$ cat src/rtl/debug_pkg.sv
// rtl/debug_pkg.sv - shared mode encoding and display constants for the hex debug monitor
package debug_pkg;

  typedef enum logic [1:0] {
    MODE_LIVE   = 2'b00,
    MODE_SNAP   = 2'b01,
    MODE_AUTO   = 2'b10,
    MODE_FREEZE = 2'b11
  } dbg_mode_t;

  // Value shown in every digit when the selected channel does not exist.
  localparam logic [3:0] DIGIT_FILL = 4'h1;

endpackage

$ cat src/rtl/dbg_snapshot_bank.sv
// rtl/dbg_snapshot_bank.sv - per-channel snapshot registers and sticky capture flags
module dbg_snapshot_bank #(
  parameter int NUM_CH = 8,
  parameter int WORD_W = 24,
  parameter int SEL_W  = 3
) (
  input  logic                     Clk,
  input  logic                     Reset,
  input  logic [NUM_CH*WORD_W-1:0] ch_data,
  input  logic [NUM_CH-1:0]        ch_strobe,
  input  logic                     snap_mode,
  input  logic [SEL_W-1:0]         cur_ch,
  output logic [NUM_CH*WORD_W-1:0] snap_data,
  output logic [NUM_CH-1:0]        capture_flag
);

  logic [NUM_CH-1:0] clear_mask;

  // A flag is acknowledged only once its channel has been on display in SNAP mode.
  always_comb begin
    clear_mask = '0;
    for (int i = 0; i < NUM_CH; i++) begin
      clear_mask[i] = snap_mode && (cur_ch == SEL_W'(i));
    end
  end

  always_ff @(posedge Clk) begin
    if (Reset) begin
      snap_data    <= '0;
      capture_flag <= '0;
    end else begin
      for (int i = 0; i < NUM_CH; i++) begin
        if (ch_strobe[i]) begin
          snap_data[i*WORD_W +: WORD_W] <= ch_data[i*WORD_W +: WORD_W];
        end
      end
      capture_flag <= ch_strobe | (capture_flag & ~clear_mask);
    end
  end

endmodule

$ cat src/rtl/hex_debug_monitor.sv
// rtl/hex_debug_monitor.sv - multi-channel hex display source with live, snapshot, auto-cycle and freeze modes
module hex_debug_monitor
  import debug_pkg::*;
#(
  parameter int NUM_CH    = 8,
  parameter int DIGITS    = 6,
  parameter int CYCLE_DIV = 25_000_000,
  localparam int SEL_W    = (NUM_CH > 2) ? $clog2(NUM_CH) : 1,
  localparam int WORD_W   = DIGITS * 4,
  localparam int CNT_W    = $clog2(CYCLE_DIV)
) (
  input  logic                     Clk,
  input  logic                     Reset,
  input  logic [NUM_CH*WORD_W-1:0] ch_data,
  input  logic [NUM_CH-1:0]        ch_strobe,
  input  logic [SEL_W-1:0]         sel,
  input  logic [1:0]               mode,
  output logic [WORD_W-1:0]        hex_digits,
  output logic [SEL_W-1:0]         cur_ch,
  output logic [NUM_CH-1:0]        capture_flag
);

  dbg_mode_t                cur_mode;
  dbg_mode_t                prev_mode;
  logic                     post_reset;
  logic [CNT_W-1:0]         step;
  logic                     step_done;
  logic                     auto_entry;
  logic [SEL_W-1:0]         next_ch;
  logic [NUM_CH*WORD_W-1:0] snap_data;
  logic [WORD_W-1:0]        sel_word;
  logic [WORD_W-1:0]        sel_snap;
  logic [WORD_W-1:0]        auto_word;
  logic                     sel_hit;
  logic                     auto_hit;

  assign cur_mode  = dbg_mode_t'(mode);
  assign step_done = (step == CNT_W'(CYCLE_DIV - 1));
  // The first cycle after reset is a continuation of AUTO at channel 0, not an entry.
  assign auto_entry = (cur_mode == MODE_AUTO) && (prev_mode != MODE_AUTO) && !post_reset;

  always_comb begin
    next_ch = cur_ch;
    if (auto_entry) begin
      next_ch = sel;
    end else if (step_done) begin
      next_ch = (cur_ch >= SEL_W'(NUM_CH - 1)) ? '0 : cur_ch + SEL_W'(1);
    end
  end

  always_comb begin
    sel_word  = '0;
    sel_snap  = '0;
    auto_word = '0;
    sel_hit   = 1'b0;
    auto_hit  = 1'b0;
    for (int i = 0; i < NUM_CH; i++) begin
      if (sel == SEL_W'(i)) begin
        sel_hit  = 1'b1;
        sel_word = ch_data[i*WORD_W +: WORD_W];
        sel_snap = snap_data[i*WORD_W +: WORD_W];
      end
      if (next_ch == SEL_W'(i)) begin
        auto_hit  = 1'b1;
        auto_word = ch_data[i*WORD_W +: WORD_W];
      end
    end
  end

  always_ff @(posedge Clk) begin
    if (Reset) begin
      hex_digits <= '0;
      cur_ch     <= '0;
      step       <= '0;
      prev_mode  <= MODE_LIVE;
      post_reset <= 1'b1;
    end else begin
      prev_mode  <= cur_mode;
      post_reset <= 1'b0;
      step       <= '0;
      case (cur_mode)
        MODE_LIVE: begin
          hex_digits <= sel_hit ? sel_word : {DIGITS{DIGIT_FILL}};
          cur_ch     <= sel;
        end
        MODE_SNAP: begin
          hex_digits <= sel_hit ? sel_snap : {DIGITS{DIGIT_FILL}};
          cur_ch     <= sel;
        end
        MODE_AUTO: begin
          hex_digits <= auto_hit ? auto_word : {DIGITS{DIGIT_FILL}};
          cur_ch     <= next_ch;
          step       <= (auto_entry || step_done) ? '0 : step + CNT_W'(1);
        end
        default: ;
      endcase
    end
  end

  dbg_snapshot_bank #(
    .NUM_CH (NUM_CH),
    .WORD_W (WORD_W),
    .SEL_W  (SEL_W)
  ) u_snapshot_bank (
    .Clk          (Clk),
    .Reset        (Reset),
    .ch_data      (ch_data),
    .ch_strobe    (ch_strobe),
    .snap_mode    (cur_mode == MODE_SNAP),
    .cur_ch       (cur_ch),
    .snap_data    (snap_data),
    .capture_flag (capture_flag)
  );

endmodule

$ cat config.mk
export PLATFORM = sky130hd
export DESIGN_NAME = hex_debug_monitor
export DESIGN_NICKNAME = d
export VERILOG_FILES = /design/src/rtl/debug_pkg.sv /design/src/rtl/dbg_snapshot_bank.sv /design/src/rtl/hex_debug_monitor.sv
export SDC_FILE = /design/constraint.sdc
export NUM_CORES = 1
export LEC_CHECK = 0
export CORE_MARGIN = 3
export CORE_UTILIZATION = 55
export DETAILED_ROUTE_END_ITERATION = 8
export HOLD_SLACK_MARGIN = 0.15
export PLACE_DENSITY = 0.86
export SETUP_SLACK_MARGIN = 0.1
export SYNTH_ARGS = -nofsm -noshare
export SYNTH_HDL_FRONTEND = slang
export SYNTH_SLANG_ARGS = --single-unit
$ cat constraint.sdc
create_clock -name Clk -period 7 [get_ports Clk]
set_clock_uncertainty 0.1 [all_clocks]
set_input_delay 1.4 -clock Clk [delete_from_list [all_inputs] [get_ports Clk]]
set_output_delay 1.4 -clock Clk [all_outputs]
set_load 0.1 [all_outputs]
After elaboration in Yosys (flattened, before gate mapping)
Index checks and enable logic that the tools add are counted.
Storage, ports and cells
  bits in registers: 255
  word-level logic and storage cells: 115
Cells by class
  $add $sub $neg: 2
  order comparisons: 1
  eq/ne operators: 25
  mux-type cells: 49
  bitwise gates (word level): 4
  reduce and logical (&&, ||, !) cells: 20
Operators by type and width (count)
  24-bit two-way mux: 27
  24-bit case mux with 3 select lines: 1
  3-bit == test, second input constant: 12
  25-bit by 1-bit adder with 25-bit output, second input constant: 1
  25-bit == test, second input constant: 1
  3-bit by 2-bit == test with 1-bit output, second input constant: 6
  1-bit two-way mux: 17
  1-bit logical AND: 10
  3-bit by 1-bit == test with 1-bit output, second input constant: 3
  3-bit logical NOT: 3
  3-bit two-way mux: 3
  8-bit bitwise AND: 1
  8-bit NOT: 1
  8-bit OR: 1
  3-bit case mux with 2 select lines: 1
  3-bit by 1-bit adder with 3-bit output, second input constant: 1
  3-bit >= comparator, second input constant: 1
  3-bit nonzero test: 1
  3-bit OR reduction: 1
  2-bit by 1-bit == test with 1-bit output, second input constant: 1
  2-bit == test, second input constant: 1
  2-bit logical NOT: 1
  2-bit inequality test, second input constant: 1
  2-bit nonzero test: 1
  4 further kinds: 4

Logic depth before layout (Yosys ltp)
  depth after elaboration: 15
  gate-level depth with buffers: 14

By module
From an unflattened synthesis, not the netlist that was laid out.
Unflattened totals
  cells, all modules: 1716
  area total of the unflattened synthesis: 14925.6 µm²
Modules (own cells, without submodules)
  hex_debug_monitor: times used 1, cells each 1057, area each 7569.8 µm², sequential area each 1101.1 µm²
  dbg_snapshot_bank: times used 1, cells each 659, area each 7355.8 µm², sequential area each 4003.8 µm²

Least setup slack after synthesis
No wires, ideal clock.
  kind: in2reg
  start point: input port mode[0]
  end point: register hex_digits[12]
  setup time: 0.079 ns
  data arrival time: 3.582 ns
  path slack: 3.239 ns
  stages: 14
  cell sequence: inv_1 ha_1 nand2b_1 or2_0 clkbuf_1 and4_1 or3_1 buf_2 or3_1 buf_2 buf_6 o22ai_1 o221ai_1 o211ai_1
Between the ends
  longest elaborated chain between the ends: 15
  elaborated cells on any way between the ends: 33
RTL lines
  start, declared: RTL line hex_debug_monitor.sv:17  | input logic [1:0] mode,
  2-bit == test: RTL line hex_debug_monitor.sv:40, hex_debug_monitor.sv:81
  1-bit logical AND (2 in a row): RTL line hex_debug_monitor.sv:40  | assign auto_entry = (cur_mode == MODE_AUTO) && (prev_mode != MODE_AUTO) && !post_reset;
  3-bit two-way mux: RTL line hex_debug_monitor.sv:44  | if (auto_entry) begin
  3-bit logical NOT: RTL line hex_debug_monitor.sv:63  | if (next_ch == SEL_W'(i)) begin
  24-bit two-way mux / 1-bit two-way mux (equally long branches) (8 in a row): RTL line hex_debug_monitor.sv:63
  24-bit two-way mux: RTL line hex_debug_monitor.sv:91  | hex_digits <= auto_hit ? auto_word : {DIGITS{DIGIT_FILL}};
  24-bit case mux with 3 select lines: RTL line hex_debug_monitor.sv:81  | case (cur_mode)
  end signal, assigned: RTL line hex_debug_monitor.sv:83  | hex_digits <= sel_hit ? sel_word : {DIGITS{DIGIT_FILL}};
  end signal, assigned: RTL line hex_debug_monitor.sv:87  | hex_digits <= sel_hit ? sel_snap : {DIGITS{DIGIT_FILL}};
  end signal, assigned: RTL line hex_debug_monitor.sv:91
  end, declared: RTL line hex_debug_monitor.sv:18  | output logic [WORD_W-1:0] hex_digits,
Parallel ways exist; a longest one is shown, timed or not.
A chain may end at the register's enable or synchronous reset.

Final worst setup path
Same ends and word-level chain as after synthesis.

==> summary.txt <==
Critical Path RT = 7.32 ns
run status = complete, but fails checks
Crit path arrival time = 5.21 ns
share of layout cells above drive strength 1 = 6.07%
H-Tree Depth = 1
non-filler cells, final = 2194
number of synthesized flops with an enable pin = 0
gr usage total = 37.7%
setup TNS = 0 ns
1st-iter DRT viols = 2630
pin count of the biggest net entering global routing = 89
post-synth cell types = 62
Resize count post-CTS = 0
Slew @ Worst Pin = 1.08 ns
Hold Startpoint = step[0]
die area = 27700 um^2
Fillers = 1910
Yosys warnings = 0
worst setup path startpoint = mode[0]
setup violators final = 0
maximum VDD drop = 0.000239 V
Max-cap violations = 0
Post-Syn Area = 14100 um^2
Die Wd = 166 um
Cell Area, Placed = 16600 um^2
Final min period = 4.89 ns
asr flop ratio synth = 0%
Placed Cells = 2142
Worst Path Max Fanout = 39
router iterations before antenna repair = 9
Cells after Synth = 1692
Pleak = 0.00699 uW
post-synthesis register bit count = 255
Critical Path Source Type = primary input
first-pass GRT wire length = 83.6 mm
Ports = 242
Starting Density = 56.1%
Top FF cell, synth = dfxtp_1
reg2reg start = step[0]
vias in the first global route = 14000
synth top area cells = dfxtp_1 (36%), mux2i_1 (20%), nor2_1 (6.7%), a21oi_1 (5.6%), o21ai_0 (4.4%)
core region area = 25200 um^2
Area Overhead vs Synth = 24.8%
dominant cell type by area after synthesis = dfxtp_1
CTS tree = built
worst skew pair latency = 0.56 ns
failing checks = DRC
I/O Buffers = 241
CTS Buf Count = 28
# DRC = 4
global route overflow = 0
Vias/cell = 6.72
count of final max-slew check failures = 0
Mean Syn Cell Area = 8.35 um^2
Final Hold Viols = 0
RSZ-0062 raised after global routing = no
Worst Setup End Kind = register
Max Buffers Root-to-Sink = 3
Die Ht = 166 um
# Post-CTS Setup Buffers = 0
CTS clk-pin slew, worst paths = 0.07 ns
FMAX = 205 MHz
most common library cell in the layout ignoring fill and taps = mux2i_1
Core Rows = 58
class of the worst hold path = reg2reg
WL final = 55.3 mm
DP HPWL = 38.7 mm
CTS root buf = clkbuf_16
initial antenna violation count = 1
Seq/Total Area, Yosys = 36.1%
final instance area = 17600 um^2
most frequent cells in the layout = mux2i_1 (280), dfxtp_1 (255), nor2_1 (251)
wire per inst = 25.2 um
CTS sink count = 255
Post-layout nets = 2059
Final period util = 69.8%
critical path type = in2reg
R2R Setup Slk = 3.22 ns
relative slew slack = 27.8%
PwrDens = 239 nW/um^2
Vias = 14700
Antenna Nets Post-Route = 0
Yosys top cell area share = 36.1%
Post-Syn Nets = 1909
Post-CTS Hold Buffers = 0
RD Place Congestion = 1.05
## worst max-delay path: stages
cell             delay [ns]
clkdlybuf4s50_1        0.45
inv_1                  0.10
ha_1                   0.51
nand2b_1               0.15
or2_0                  0.36
nor2_1                 0.27
a21o_2                 0.76
buf_4                  0.43
mux2i_1                0.26
o22ai_1                0.12
o221ai_1               0.24
o211ai_1               0.13
## synth_stat cells (2+ instances only)
cell type,number
a2111oi_0,20
a211oi_1,10
a21o_1,4
a21oi_1,157
a221oi_1,2
a22oi_1,3
a311oi_1,17
and2_1,2
and3_1,4
buf_1,20
buf_2,16
clkbuf_1,113
dfxtp_1,255
ha_1,10
inv_1,30
mux2_2,12
mux2i_1,280
mux4_2,8
nand2_1,95
nand2b_1,3
nand3_1,19
nand4_1,3
nand4b_1,3
nor2_1,251
nor2b_1,6
nor3_1,28
o2111ai_1,4
o211ai_1,34
o21a_1,2
o21ai_0,123
o221ai_1,39
o22a_1,12
o22ai_1,53
o31ai_1,2
or2_2,2
or3_1,6
xnor2_1,9
xor2_1,11
## cells by family after synthesis
family	count (synthesis)	synth area share, %
multiplexers	300	22.1
AO/OA/AOI/OAI	495	21.8
AND/OR/NAND/NOR	431	12.8
flip-flops	255	36.1
XOR/XNOR	20	1.24
adder cells (fa/ha/maj)	10	0.885
buffers and inverters	181	5.00
## cell type report
class | instances | area [um^2] | area share (%)
antenna | 1 | 2.50 | 0.0142
clock buffer | 36 | 781 | 4.43
clock inverter | 15 | 245 | 1.39
inverter | 31 | 116 | 0.660
multi-input combinational | 1256 | 8350 | 47.4
sequential | 255 | 5100 | 29.0
tap | 330 | 413 | 2.34
timing repair buffer | 270 | 2620 | 14.8
## flip-flops by register name, summed over array words and instances, names as in the netlist
name                          cells
u_snapshot_bank.capture_flag      8
u_snapshot_bank.snap_data       192
hex_digits                       24
post_reset                        1
prev_mode                         2
cur_ch                            3
step                             25
## report_power, final
group          total, uW  switching (uW)  internal [uW]  leakage, uW
Sequential          1600            58.8           1540      0.00210
Clock               1640             634           1010     0.000501
Combinational        971             623            348      0.00439
## layer usage
layer	GRT usage (%)	vias to the layer above	part of all wire (%)
met1	53.6	6870	40
met4	12.1	0	3.9
met3	13.9	198	16
met5	0	-	0
li1	-	6475	-
met2	53.1	1195	41
## through the flow
step	hold slack, ns	setup slack, ns	util (%)	power [uW]
after floorplan	0.330	3.24	-	2190
after global placement	0.343	1.82	65.9	2540
after detailed placement	0.362	1.68	65.9	2560
after CTS	0.377	2.23	70.0	4180
after global routing	0.403	1.81	70.0	4320
final	0.372	2.11	70.0	4210
## final timing paths
kind,end,depth (start not counted)
setup / recovery,hex_digits[12],12
hold / removal,step[0],1
setup reg to reg,hex_digits[12],10
hold reg to reg,step[0],1
Power figures use the tool's default switching activity.
